[src/rtl/intra_filter_sum_pipe.sv]
// Intra angular filter tail: sums four tap products, rounds (+32)>>6, clips, and tags block ends.
// Optional INTRA_FILTER_CLIP_CNT_EN adds a saturating clip_cnt output.
module intra_filter_sum_pipe #(
   parameter int BIT_DEPTH     = 8,
   parameter int BLOCK_SAMPLES = 16,
   parameter int CNT_W         = 8
) (
   input  logic                 clk,
   input  logic                 rst,
   input  logic                 clear,
   input  logic                 in_valid,
   output logic                 in_ready,
   input  logic signed [15:0]   in_p0,
   input  logic signed [15:0]   in_p1,
   input  logic signed [15:0]   in_p2,
   input  logic signed [15:0]   in_p3,
   output logic                 out_valid,
   input  logic                 out_ready,
   output logic [BIT_DEPTH-1:0] out_pred,
`ifdef INTRA_FILTER_CLIP_CNT_EN
   output logic [15:0]          clip_cnt,
`endif
   output logic                 out_last
);

   localparam logic signed [17:0] MAXV = 18'((1 << BIT_DEPTH) - 1);
   localparam logic [CNT_W-1:0]   LAST = CNT_W'(BLOCK_SAMPLES - 1);

   logic [3:1]              r_vld_pipe;
   logic signed [16:0]      r_s1a, r_s1b;
   logic signed [17:0]      r_s2;
   logic [BIT_DEPTH-1:0]    r_pred;
   logic [CNT_W-1:0]        r_cnt;

   logic                    w_s1_en, w_s2_en, w_s3_en, w_out_xfer;
   logic signed [17:0]      w_r;
   logic                    w_neg, w_hi;
   logic [BIT_DEPTH-1:0]    w_pred;

   // A stage loads when it is empty or its content moves on this cycle.
   assign w_s3_en    = !r_vld_pipe[3] || out_ready;
   assign w_s2_en    = !r_vld_pipe[2] || w_s3_en;
   assign w_s1_en    = !r_vld_pipe[1] || w_s2_en;
   assign w_out_xfer = r_vld_pipe[3] && out_ready;

   assign in_ready  = w_s1_en && !clear;
   assign out_valid = r_vld_pipe[3];
   assign out_pred  = r_pred;
   assign out_last  = r_vld_pipe[3] && (r_cnt == LAST);

   assign w_r    = r_s2 >>> 6;
   assign w_neg  = w_r[17];
   assign w_hi   = !w_neg && (w_r > MAXV);
   assign w_pred = w_neg ? '0 : (w_hi ? {BIT_DEPTH{1'b1}} : w_r[BIT_DEPTH-1:0]);

   always_ff @(posedge clk or posedge rst) begin
      if (rst) begin
         r_vld_pipe <= '0;
         r_s1a      <= '0;
         r_s1b      <= '0;
         r_s2       <= '0;
         r_pred     <= '0;
         r_cnt      <= '0;
      end else if (clear) begin
         r_vld_pipe <= '0;
         r_cnt      <= '0;
      end else begin
         if (w_s1_en) begin
            r_vld_pipe[1] <= in_valid;
            if (in_valid) begin
               r_s1a <= 17'(in_p0) + 17'(in_p1);
               r_s1b <= 17'(in_p2) + 17'(in_p3);
            end
         end
         if (w_s2_en) begin
            r_vld_pipe[2] <= r_vld_pipe[1];
            if (r_vld_pipe[1])
               r_s2 <= 18'(r_s1a) + 18'(r_s1b) + 18'sd32;
         end
         if (w_s3_en) begin
            r_vld_pipe[3] <= r_vld_pipe[2];
            if (r_vld_pipe[2])
               r_pred <= w_pred;
         end
         // Counting at the output keeps the block tag immune to stalls.
         if (w_out_xfer)
            r_cnt <= (r_cnt == LAST) ? '0 : r_cnt + CNT_W'(1);
      end
   end

`ifdef INTRA_FILTER_CLIP_CNT_EN
   logic        r_s3_clip;
   logic [15:0] r_clip_cnt;

   assign clip_cnt = r_clip_cnt;

   // The clip flag rides alongside r_pred so it retires with its own sample.
   always_ff @(posedge clk or posedge rst) begin
      if (rst) begin
         r_s3_clip  <= 1'b0;
         r_clip_cnt <= '0;
      end else if (clear) begin
         r_clip_cnt <= '0;
      end else begin
         if (w_s3_en && r_vld_pipe[2])
            r_s3_clip <= w_neg || w_hi;
         if (w_out_xfer && r_s3_clip && (r_clip_cnt != 16'hFFFF))
            r_clip_cnt <= r_clip_cnt + 16'd1;
      end
   end
`endif

endmodule
[config.mk]
export PLATFORM = sky130hd
export DESIGN_NAME = intra_filter_sum_pipe
export DESIGN_NICKNAME = d
export VERILOG_FILES = /design/src/rtl/intra_filter_sum_pipe.sv
export SDC_FILE = /design/constraint.sdc
export NUM_CORES = 1
export LEC_CHECK = 0
export ABC_AREA = 0
export CAP_MARGIN = 5
export CORE_UTILIZATION = 55
export DETAILED_ROUTE_END_ITERATION = 7
export PLACE_DENSITY = 0.89
export SLEW_MARGIN = 0
export SYNTH_ARGS = -nofsm -noshare
export SYNTH_HDL_FRONTEND = slang
export SYNTH_SLANG_ARGS = --single-unit
[constraint.sdc]
create_clock -name clk -period 2.9 [get_ports clk]
set_input_delay 0.435 -clock clk [delete_from_list [all_inputs] [get_ports clk]]
set_output_delay 0.435 -clock clk [all_outputs]
set_load 0.01 [all_outputs]
==> results.json <==
{
  "cts_setup_buffers": 0,
  "setup-violations-final": 0,
  "worstSetupEndpointType": "output pin",
  "timing.critical_path.cells": "or4_1 > nor2_1 > and2_1 > clkdlybuf4s50_1",
  "fp.dieArea_sq_mm": 0.00920,
  "dp_hpwl_mm": 8.90,
  "crit_end": "out_last",
  "worstSetupPathType": "register to output pin",
  "critical_path.reg2reg.startpoint": "r_s1b[7]",
  "fmaxAchievable_mhz": 368,
  "drtPass1Iterations": 7,
  "seq_area_frac_synth_pct": 33.5,
  "ios": 80,
  "cts_tree": "built",
  "detail_route.wirelength_mm": 11.3,
  "worst_ep_arrival_time_ns": 2.28,
  "setup.worst_path.start": "r_cnt[4]",
  "worstHoldPathCells": 2,
  "critical-path-max-stage-delay_ns": 0.54,
  "initial_antenna_violation_count": 0,
  "number_of_synthesized_flops_with_an_enable_pin": 0,
  "clock-sinks": 65,
  "cts_max_path_buffers": 2,
  "clock_insertion_delay_worst_skew_ns": 0.35,
  "cts_root_buf": "sky130_fd_sc_hd__clkbuf_8",
  "finish.cell_count_without_fillers": 742,
  "nFillCells": 640,
  "first_global_vias": 4253,
  "slew_worst_pin_ns": 0.618,
  "worst-r2r-setup-slack_ns": 0.26,
  "vdd_ir_drop_max_mv": 0.284,
  "netlist_top_cells_area": "sky130_fd_sc_hd__dfrtp_1 34%, sky130_fd_sc_hd__ha_1 17%, sky130_fd_sc_hd__nand2_1 5.9%",
  "async_reset_ff_share_pct": 100,
  "postSynthRegisterBits": 65,
  "detailedRoute.firstIterationViolations": 164,
  "final_period_util_pct": 93.7,
  "io_buffer_count": 79,
  "overflow_after_grt": 0,
  "cpMaxStageDelayCell": "sky130_fd_sc_hd__or4_1",
  "clk_pin_slew_ns": 0.07,
  "pleak_nw": 2.66,
  "status": "finished clean",
  "cp_startpoint_kind": "register",
  "viasPerCell": 6.05,
  "pwr_per_cell_area_mw_per_mm2": 597,
  "reg2reg_to": "r_s2[15]",
  "maxCapViolations": 0,
  "finalNetCount": 768,
  "grt_start_max_net_pins": 37,
  "post_synth_num_cell_types": 65,
  "share_of_cells_above_drive_strength_1_pct": 6.12,
  "min-delay-path-class": "register to register",
  "die_w_microns": 95.9,
  "cts_hold_buf": 0,
  "mappedNetlistNets": 683,
  "grt_pass1_wl_mm": 18.7,
  "n_antenna_cell": 0,
  "synthFlopType": "sky130_fd_sc_hd__dfrtp_1",
  "syn_avg_cell_area_sq_um": 8.85,
  "synth_warnings": 0,
  "unrepaired_setup_endpoints_after_global_routing": "false",
  "routedWlPerCell_microns": 15.3,
  "netlist_instances": 548,
  "timing.final.max_slew_violations": 0,
  "die_extent_in_y_microns": 95.9,
  "placedCellCount": 727,
  "grt_usage_pct": 26.1,
  "timing.critical_path.required_ns": 2.47,
  "gp_congestion": 0.912,
  "synth_top_area_share_pct": 33.5,
  "row_count": 33,
  "route.vias.total": 4488,
  "core_area_sq_mm": 0.00838,
  "final_critical_period_ns": 2.72,
  "totalNegativeSetupSlack_ns": 0,
  "synthesis.area_sq_mm": 0.00485,
  "clock_tree.htree_level_count": 3,
  "reg2reg_depth": 8,
  "crit_path_max_fanout": 5,
  "hold_viol": 0,
  "drc_errors": 0,
  "post_cts.resized_instances": 0,
  "final.setup_skew_ns": 0.00706,
  "yosys.area.top_type": "sky130_fd_sc_hd__dfrtp_1",
  "ant_nets": 0,
  "flow.area_growth_from_synthesis_pct": 23.1,
  "slew_headroom_pct": 58.8,
  "cts-buffers-inserted": 9,
  "start_util_pct": 57.9
}
[routing by layer]
| metal | wire [microns] | track usage, % | up-vias |
|---|---|---|---|
| met5 | 0 | 0 | - |
| met4 | 330 | 11.3 | 0 |
| met3 | 539 | 4.74 | 34 |
| met2 | 5650 | 44.8 | 150 |
| met1 | 4810 | 32.1 | 2096 |
| li1 | - | - | 2208 |
[state kept, by name, summed over array words and instances (netlist names)]
name / count
r_s1a: 17
r_s1b: 17
r_s2: 12
out_pred: 8
r_cnt: 8
r_vld_pipe: 3
[critical path, delay by kind of cell, from the launching register on]
kind	cells	cell delay (ns)
and+or+nand+nor	3	0.99
buffers and inverters	1	0.53
DFF	1	0.42
[power breakdown]
part	internal [mW]	switching, mW
Sequential	1.14	0.149
Combinational	0.749	0.866
Clock	0.323	0.333
[cells in the final DEF (no fill, tap or decap), types with 3 or more instances in the layout]
master                             n
sky130_fd_sc_hd__o21ai_0          37
sky130_fd_sc_hd__xor2_1           15
sky130_fd_sc_hd__clkinv_2          4
sky130_fd_sc_hd__nor3b_1           3
sky130_fd_sc_hd__a21oi_1          33
sky130_fd_sc_hd__a21o_1            9
sky130_fd_sc_hd__nand4_1           6
sky130_fd_sc_hd__clkbuf_8         10
sky130_fd_sc_hd__and2_1            3
sky130_fd_sc_hd__o31ai_1          11
sky130_fd_sc_hd__nand2_1          75
sky130_fd_sc_hd__or3_1             4
sky130_fd_sc_hd__o21bai_1          6
sky130_fd_sc_hd__xnor2_1          15
sky130_fd_sc_hd__ha_1             64
sky130_fd_sc_hd__a31oi_1           6
sky130_fd_sc_hd__dfrtp_1          65
sky130_fd_sc_hd__or4_1             3
sky130_fd_sc_hd__o2111ai_1         6
sky130_fd_sc_hd__buf_4            11
sky130_fd_sc_hd__nand3_1          18
sky130_fd_sc_hd__o21a_1            5
sky130_fd_sc_hd__o21ai_1          21
sky130_fd_sc_hd__a211oi_1         11
sky130_fd_sc_hd__nor3_1            8
sky130_fd_sc_hd__clkdlybuf4s50_1  79
sky130_fd_sc_hd__inv_1            14
sky130_fd_sc_hd__nor2_1           44
sky130_fd_sc_hd__a221o_1           3
[through the flow]
step / hold WS [ns] / power, mW / util [%] / setup slack (ns) / area (sq um)
2_1_floorplan: 0.442 / 2.38 / - / 0.449 / 4850
3_3_place_gp: 0.460 / 2.81 / 69.3 / 0.0852 / 5810
3_5_place_dp: 0.468 / 2.89 / 69.3 / 0.0440 / 5810
4_1_cts: 0.482 / 3.57 / 71.2 / 0.174 / 5970
5_1_grt: 0.516 / 3.83 / 71.2 / 0.103 / 5970
6_report: 0.476 / 3.56 / 71.2 / 0.182 / 5970
[synth_stat cells, types with 4 or more instances]
| master | number |
|---|---|
| sky130_fd_sc_hd__a211oi_1 | 11 |
| sky130_fd_sc_hd__a21o_1 | 9 |
| sky130_fd_sc_hd__a21oi_1 | 33 |
| sky130_fd_sc_hd__a31oi_1 | 6 |
| sky130_fd_sc_hd__buf_2 | 5 |
| sky130_fd_sc_hd__clkbuf_1 | 10 |
| sky130_fd_sc_hd__dfrtp_1 | 65 |
| sky130_fd_sc_hd__ha_1 | 64 |
| sky130_fd_sc_hd__inv_1 | 15 |
| sky130_fd_sc_hd__nand2_1 | 76 |
| sky130_fd_sc_hd__nand3_1 | 18 |
| sky130_fd_sc_hd__nand4_1 | 6 |
| sky130_fd_sc_hd__nor2_1 | 44 |
| sky130_fd_sc_hd__nor3_1 | 8 |
| sky130_fd_sc_hd__o2111ai_1 | 6 |
| sky130_fd_sc_hd__o21a_1 | 5 |
| sky130_fd_sc_hd__o21ai_0 | 37 |
| sky130_fd_sc_hd__o21ai_1 | 21 |
| sky130_fd_sc_hd__o21bai_1 | 6 |
| sky130_fd_sc_hd__o31ai_1 | 11 |
| sky130_fd_sc_hd__or3_1 | 4 |
| sky130_fd_sc_hd__xnor2_1 | 15 |
| sky130_fd_sc_hd__xor2_1 | 15 |
[worst min-delay path by stage]
| stage | start | end | slack (ns) |
|---|---|---|---|
| after floorplan | r_s2[15] | r_s2[15] | 0.44 |
| after global placement | out_pred[1] | out_pred[1] | 0.46 |
| after detailed placement | out_pred[1] | out_pred[1] | 0.47 |
| after CTS | out_pred[7] | out_pred[7] | 0.48 |
| after global routing | r_s2[11] | r_s2[11] | 0.52 |
| final | out_pred[7] | out_pred[7] | 0.48 |
[final cells by class]
| cell class | count | area (sq um) | share of cell area [%] |
|---|---|---|---|
| clock buffer | 11 | 141 | 2.37 |
| clock inverter | 4 | 20.0 | 0.335 |
| inverter | 15 | 56.3 | 0.943 |
| multi-input combinational | 451 | 3100 | 51.9 |
| sequential | 65 | 1630 | 27.2 |
| tap | 105 | 131 | 2.20 |
| timing repair buffer | 91 | 893 | 15.0 |
[cells by family after synthesis]
| group | after synthesis | synth area share [%] |
|---|---|---|
| buf+inv | 32 | 2.60 |
| mux | 1 | 0.206 |
| xor+xnor | 30 | 5.42 |
| compound gates | 172 | 23.6 |
| flops | 65 | 33.5 |
| simple gates | 182 | 17.3 |
| fa+ha+maj | 66 | 17.3 |
Note: power is estimated with default switching activity, not from simulation.
